===== src/rtl/random_instruction_generator.sv =====
// Random RISC-V instruction generator: draws two LFSR words per candidate,
// rejects disabled classes and legalises funct3/funct7 before presenting the word.
module random_instruction_generator #(
  parameter int          RV64I       = 0,
  parameter logic [31:0] SEED        = 32'hACE1_0001,
  parameter int          COUNT_WIDTH = 16
) (
  input  logic                   clock,
  input  logic                   reset,
  input  logic                   start,
  input  logic [COUNT_WIDTH-1:0] count,
  input  logic [12:0]            opcode_enable,
  input  logic                   seed_load,
  input  logic [31:0]            seed,
  output logic                   valid,
  input  logic                   ready,
  output logic [31:0]            instruction,
  output logic [COUNT_WIDTH-1:0] index,
  output logic                   busy,
  output logic                   done,
  output logic                   error
);

  typedef enum logic [1:0] {IDLE, DRAW_A, DRAW_B, OUT} state_t;

  localparam logic [31:0] LFSR_MASK = 32'h8020_0003;
  localparam logic [3:0]  N_CLASSES = (RV64I != 0) ? 4'd13 : 4'd11;

  state_t                 r_state, w_next;
  logic [31:0]            r_lfsr, w_lfsr_next;
  logic [23:0]            r_a;
  logic [31:7]            r_b;
  logic [COUNT_WIDTH-1:0] r_count, r_index;
  logic [12:0]            r_enable, w_legal_en;
  logic                   r_done, r_error;
  logic [3:0]             w_class;
  logic                   w_class_en, w_accept, w_last;
  logic [6:0]             w_opcode, w_f7;
  logic [2:0]             w_f3;
  logic [31:0]            w_word;

  function automatic logic [6:0] aluRF7(input logic mulSel, input logic subSel,
                                        input logic [2:0] f3);
    if (mulSel) return 7'h01;
    if (subSel && (f3 == 3'd0 || f3 == 3'd5)) return 7'h20;
    return 7'h00;
  endfunction

  // Legal sets are indexed by A[16:14] modulo the set size.
  function automatic logic [2:0] loadF3(input logic [2:0] k);
    logic [2:0] j;
    j = (RV64I != 0) ? (k % 3'd7) : (k % 3'd5);
    case (j)
      3'd3:    loadF3 = 3'd4;
      3'd4:    loadF3 = 3'd5;
      3'd5:    loadF3 = 3'd3;
      default: loadF3 = j;
    endcase
  endfunction

  function automatic logic [2:0] storeF3(input logic [2:0] k);
    storeF3 = (RV64I != 0) ? {1'b0, k[1:0]} : (k % 3'd3);
  endfunction

  function automatic logic [2:0] sixF3(input logic [2:0] k);
    logic [2:0] j;
    j = k % 3'd6;
    sixF3 = (j < 3'd2) ? j : j + 3'd2;
  endfunction

  function automatic logic [2:0] iwF3(input logic [2:0] k);
    logic [2:0] j;
    j = k % 3'd3;
    iwF3 = (j == 3'd2) ? 3'd5 : j;
  endfunction

  function automatic logic [2:0] sysF3(input logic [3:0] m);
    if (m >= 4'd6)     sysF3 = 3'd0;
    else if (m < 4'd3) sysF3 = m[2:0] + 3'd1;
    else               sysF3 = m[2:0] + 3'd2;
  endfunction

  assign w_lfsr_next = {1'b0, r_lfsr[31:1]} ^ (r_lfsr[0] ? LFSR_MASK : 32'h0);
  assign w_legal_en  = (RV64I != 0) ? opcode_enable : {2'b00, opcode_enable[10:0]};
  assign w_accept    = start && !seed_load && (count != '0) && (w_legal_en != '0);
  assign w_class     = r_a[3:0] % N_CLASSES;
  assign w_class_en  = r_enable[w_class];
  assign w_last      = (r_index == r_count - COUNT_WIDTH'(1));

  always_ff @(posedge clock) begin
    if (reset) r_state <= IDLE;
    else       r_state <= w_next;
  end

  always_comb begin
    w_next = r_state;
    case (r_state)
      IDLE:    if (w_accept) w_next = DRAW_A;
      DRAW_A:  w_next = DRAW_B;
      DRAW_B:  w_next = w_class_en ? OUT : DRAW_A;
      OUT:     if (ready) w_next = w_last ? IDLE : DRAW_A;
      default: w_next = IDLE;
    endcase
  end

  // The LFSR only moves while drawing, so a stalled OUT freezes the sequence.
  always_ff @(posedge clock) begin
    if (reset) begin
      r_lfsr   <= SEED;
      r_a      <= '0;
      r_b      <= '0;
      r_count  <= '0;
      r_index  <= '0;
      r_enable <= '0;
      r_done   <= 1'b0;
      r_error  <= 1'b0;
    end else begin
      r_done  <= 1'b0;
      r_error <= 1'b0;
      case (r_state)
        IDLE: begin
          if (seed_load) begin
            r_lfsr <= seed;
          end else if (start) begin
            if (count == '0)           r_done  <= 1'b1;
            else if (w_legal_en == '0) r_error <= 1'b1;
            else begin
              r_count  <= count;
              r_enable <= w_legal_en;
              r_index  <= '0;
            end
          end
        end
        DRAW_A: begin
          r_a    <= r_lfsr[23:0];
          r_lfsr <= w_lfsr_next;
        end
        DRAW_B: begin
          r_b    <= r_lfsr[31:7];
          r_lfsr <= w_lfsr_next;
        end
        OUT: begin
          if (ready) begin
            r_index <= r_index + COUNT_WIDTH'(1);
            if (w_last) r_done <= 1'b1;
          end
        end
        default: ;
      endcase
    end
  end

  always_comb begin
    w_opcode = 7'h33;
    case (w_class)
      4'd0:    w_opcode = 7'h33;
      4'd1:    w_opcode = 7'h13;
      4'd2:    w_opcode = 7'h03;
      4'd3:    w_opcode = 7'h23;
      4'd4:    w_opcode = 7'h63;
      4'd5:    w_opcode = 7'h37;
      4'd6:    w_opcode = 7'h17;
      4'd7:    w_opcode = 7'h6F;
      4'd8:    w_opcode = 7'h67;
      4'd9:    w_opcode = 7'h0F;
      4'd10:   w_opcode = 7'h73;
      4'd11:   w_opcode = 7'h3B;
      4'd12:   w_opcode = 7'h1B;
      default: w_opcode = 7'h33;
    endcase
  end

  // Fields not constrained for a class fall through from the B word.
  always_comb begin
    w_f3 = r_b[14:12];
    w_f7 = r_b[31:25];
    case (w_class)
      4'd0: begin
        w_f3 = r_a[16:14];
        w_f7 = aluRF7(r_a[21], r_a[22], r_a[16:14]);
      end
      4'd1: begin
        w_f3 = r_a[16:14];
        w_f7 = r_a[22] ? 7'h20 : 7'h00;
      end
      4'd2:       w_f3 = loadF3(r_a[16:14]);
      4'd3:       w_f3 = storeF3(r_a[16:14]);
      4'd4:       w_f3 = sixF3(r_a[16:14]);
      4'd8, 4'd9: w_f3 = 3'd0;
      4'd10: begin
        w_f3 = sysF3(r_a[20:17]);
        if (w_f3 == 3'd0) begin
          case (r_a[23:22])
            2'd2:    w_f7 = 7'h08;
            2'd3:    w_f7 = 7'h18;
            default: w_f7 = 7'h00;
          endcase
        end
      end
      4'd11: begin
        w_f3 = sixF3(r_a[16:14]);
        case (w_f3)
          3'd0, 3'd5: w_f7 = aluRF7(r_a[21], r_a[22], w_f3);
          3'd1:       w_f7 = 7'h00;
          default:    w_f7 = 7'h01;
        endcase
      end
      4'd12: begin
        w_f3 = iwF3(r_a[16:14]);
        w_f7 = r_a[22] ? 7'h20 : 7'h00;
      end
      default: ;
    endcase
    w_word = {w_f7, r_b[24:20], r_a[13:9], w_f3, r_a[8:4], w_opcode};
  end

  assign valid       = (r_state == OUT);
  assign busy        = (r_state != IDLE);
  assign instruction = valid ? w_word : 32'h0;
  assign index       = r_index;
  assign done        = r_done;
  assign error       = r_error;

endmodule


===== config.mk =====
export PLATFORM = sky130hd
export DESIGN_NAME = random_instruction_generator
export DESIGN_NICKNAME = d
export VERILOG_FILES = /design/src/rtl/random_instruction_generator.sv
export SDC_FILE = /design/constraint.sdc
export NUM_CORES = 1
export LEC_CHECK = 0
export CAP_MARGIN = 15
export CELL_PAD_IN_SITES_DETAIL_PLACEMENT = 1
export CELL_PAD_IN_SITES_GLOBAL_PLACEMENT = 2
export CORE_MARGIN = 5
export CORE_UTILIZATION = 25
export DETAILED_ROUTE_END_ITERATION = 16
export HOLD_SLACK_MARGIN = 0.06
export MAX_ROUTING_LAYER = met4
export PLACE_DENSITY_LB_ADDON = 0.1
export SLEW_MARGIN = 20
export SYNTH_ARGS = -nofsm -noshare
export SYNTH_HDL_FRONTEND = slang
export SYNTH_SLANG_ARGS = --single-unit
export TNS_END_PERCENT = 100

===== constraint.sdc =====
create_clock -name clock -period 3.6 [get_ports clock]
set_clock_uncertainty 0.2 [all_clocks]
set_input_delay 0.72 -clock clock [delete_from_list [all_inputs] [get_ports clock]]
set_output_delay 0.72 -clock clock [all_outputs]
set_load 0.1 [all_outputs]

==> results.sh <==
export IMPL_dr_total_vias=6299
export IMPL_drc=0
export IMPL_drive_above_1_share_pct=19.9
export IMPL_tightest_slew_ns=1.06
export IMPL_pwr_share_clk_pct=27.3
export IMPL_drt_wl_total_um=23700
export IMPL_synth_area_top_cells="dfxtp_1 (35%), mux2i_1 (14%), nor2_1 (6.9%)"
export IMPL_peakVddDrop_mv=0.250
export IMPL_worstPathRequired_ns=2.68
export IMPL_dieWidth_um=175
export IMPL_crit_chain="ha_4 > o21ai_4 > mux2_4 > inv_4 > ha_4 > or2_4 > nand3_4 > a22oi_2 > and4b_1 > o31a_4 > buf_12"
export IMPL_layout_nets=1013
export IMPL_grt_ovfl_total=0
export IMPL_cp_end_kind="output port"
export IMPL_fin_crit_ns=3.79
export IMPL_drtAntennaViolNets=0
export IMPL_pwr_share_seq_pct=31.1
export IMPL_crit_top_cell="ha_4"
export IMPL_mostFrequentLayoutCell="nor2_1"
export IMPL_slew_viol_final=0
export IMPL_cap_violations=0
export IMPL_busiest_layer="met2"
export IMPL_setup_viol=10
export IMPL_grt_max_degree=53
export IMPL_fill_cells=3103
export IMPL_drt_iter0_markers=243
export IMPL_rows=60
export IMPL_h_tree_depth=4
export IMPL_finalWorstSetupSlack_ns=-0.195
export IMPL_finish_utilization_pct=35.8
export IMPL_synth_edf_count=0
export IMPL_hold_viol=0
export IMPL_hp_class="reg2reg"
export IMPL_p_sw_share_pct=40.7
export IMPL_place_gp_congestion=0.815
export IMPL_syn_area_um2=6810
export IMPL_reg2reg_slack_ns=0.95
export IMPL_place_ws_ns=0.0216
export IMPL_outcome="finished, violations left"
export IMPL_die_area_um2=30700
export IMPL_grt_usage_pct=16.0
export IMPL_tritoncts="built"
export IMPL_syn_inst=798
export IMPL_synth_fp_nets=887
export IMPL_antenna_found_initial=2
export IMPL_slew_headroom_pct=29.5
export IMPL_postSynth_asyncResetShare_pct=0
export IMPL_first_global_vias=6830
export IMPL_power_density_nw_per_um2=635
export IMPL_cts_hold_buffers=0
export IMPL_fin_cells=1280
export IMPL_num_io_pins=118
export IMPL_clock_sinks=118
export IMPL_dp_final_hpwl_um=17700
export IMPL_clock_path_buffers=2
export IMPL_dieHeight_um=175
export IMPL_dp_cells=1234
export IMPL_leakage_nw=3.69
export IMPL_grt_pass1_wl_um=38000
export IMPL_seq_area_frac_synth_pct=34.7
export IMPL_path_clk_slew_ns=0.06
export IMPL_wl_per_cell_um=18.5
export IMPL_combPwrFrac_pct=41.6
export IMPL_period_share_pct=105
export IMPL_critPathKind="reg2out"
export IMPL_yosysUniqueCellTypes=72
export IMPL_violations="negative setup slack"
export IMPL_final_cell_mix="nor2_1 (124), dfxtp_1 (116), mux2i_1 (96)"
export IMPL_numCtsBuffers=17
export IMPL_met3_usage_pct=4.11
export IMPL_cp_arrival_ns=2.87
export IMPL_switchingPower_mw=2.48
export IMPL_ys_seq_elements=118
export IMPL_synth_largest_area_cell="dfxtp_1"
export IMPL_p_int_mw=3.62
export IMPL_start_util_pct=25.3
export IMPL_fmax_mhz=264
export IMPL_met2_usage_pct=25.3
export IMPL_yosysWarnings=0
export IMPL_syn_avg_cell_area_um2=8.54
export IMPL_gr_usage_met1_pct=20.6
export IMPL_numPortBuffers=115
export IMPL_insertion_delay_ns=0.42
export IMPL_core_area_um2=26900
export IMPL_clock_root_buffer="clkbuf_16"
export IMPL_slowest_stage="mux2_4"
export IMPL_cp_start_kind="flop"
export IMPL_viasPerCell=4.92
export IMPL_path_max_fanout=5
export IMPL_drt_pass1_iter_count=4
export IMPL_max_stage_delay_ns=0.37
export IMPL_rsz0062_at_grt="yes"
export IMPL_area_growth_pct=41.1
export IMPL_ys_flop_type="dfxtp_1"
export IMPL_synth_top_cell_area_share_pct=34.7
==> layer usage <==
metal | wire, um | part of all wire [%]
met4 | 203 | 0.86
met2 | 11000 | 46
met3 | 1030 | 4.4
met1 | 11500 | 49
met5 | 0 | 0
==> critical path, delay by kind of cell (launching register included) <==
family / cells / cell delay (ns)
and+or+nand+nor: 3 / 0.48
muxes: 1 / 0.37
DFF: 1 / 0.33
AOI/OAI and AO/OA: 3 / 0.69
buffers and inverters: 2 / 0.27
adders and majority gates: 2 / 0.31
==> sequential cells by signal, indices dropped and copies added, names as in the netlist <==
signal	cells
r_b	15
error	1
r_a	24
done	1
r_enable	11
r_state	2
r_lfsr	32
r_count	16
index	16
==> worst paths after layout <==
kind	from	to	depth (start not counted)
max	r_a[1]$_SDFFE_PP0N_	instruction[25]	11
min	r_enable[7]$_SDFFE_PP0P_	r_enable[7]$_SDFFE_PP0P_	2
max reg2reg	r_count[0]$_SDFFE_PP0P_	done$_SDFF_PP0_	8
min reg2reg	r_enable[7]$_SDFFE_PP0P_	r_enable[7]$_SDFFE_PP0P_	2
==> cell families (layout without fill, tap and decap cells) <==
group / count (synthesis) / count (layout) / synth area share (%)
flops: 118 / 118 / 34.7
fa+ha+maj: 24 / 24 / 4.37
compound gates: 139 / 139 / 14.1
buf+inv: 77 / 216 / 4.74
simple gates: 303 / 303 / 22.4
xor+xnor: 33 / 33 / 4.35
mux: 104 / 104 / 15.4
other cells: 0 / 2 / 0
==> area by class of cell <==
cell class / count / area [um^2] / area share, %
diodes: 2 / 5.00 / 0.0520
clock buffers: 17 / 425 / 4.42
clock inverters: 15 / 135 / 1.41
flip-flops and latches: 118 / 2360 / 24.6
well taps: 341 / 427 / 4.44
repair buffers: 162 / 1800 / 18.7
multi-input cells: 603 / 4380 / 45.5
inverters: 22 / 85.1 / 0.885
==> Yosys cell counts (4+ instances only) <==
master and count:
nand2_1 33, nand3b_1 5, buf_2 9, a21oi_1 32, nor3b_1 6, a32oi_1 6, nor4_1 17, o31ai_1 6
nor3_1 8, nand3_1 23, nand4_1 9, mux2i_1 97, nor2b_1 7, ha_1 23, clkbuf_1 35, or2_2 4
nor2_1 125, o31a_1 6, dfxtp_1 118, xor2_1 10, and2_1 21, buf_1 7, a211oi_1 26, xnor2_1 22
o21ai_0 27, mux2_2 6, a31oi_1 5, nand2b_1 14, and3_1 10, inv_1 21, or3_1 4
==> power by group through the flow <==
| stage | sequential (mW) | clock (mW) | combinational [mW] |
|---|---|---|---|
| 2_1_floorplan | 1.78 | 0 | 1.88 |
| 3_3_place_gp | 1.91 | 0 | 2.41 |
| 3_5_place_dp | 1.93 | 0 | 2.47 |
| 4_1_cts | 1.90 | 1.72 | 2.57 |
| 5_1_grt | 1.95 | 1.78 | 2.80 |
| 6_report | 1.90 | 1.66 | 2.54 |
==> what timing repair did <==
item,4_1_cts,5_1_grt
buffers inserted,11,1
pin swaps,11,3
endpoints found under the setup margin,10,10
cloned,0,0
resized for setup,11,3
==> metrics by stage <==
| stage | setup TNS, ns | hold slack, ns | area, um^2 | total power, mW |
|---|---|---|---|---|
| 5_1_grt | -2.75 | 0.299 | 9620 | 6.53 |
| 3_5_place_dp | 0 | 0.273 | 8920 | 4.40 |
| 4_1_cts | -1.86 | 0.281 | 9590 | 6.19 |
| 6_report | -1.54 | 0.278 | 9620 | 6.10 |
| 3_3_place_gp | 0 | 0.265 | 8920 | 4.32 |
| 2_1_floorplan | -1.47 | 0.245 | 7050 | 3.66 |
(Power assumes the default switching activity.)
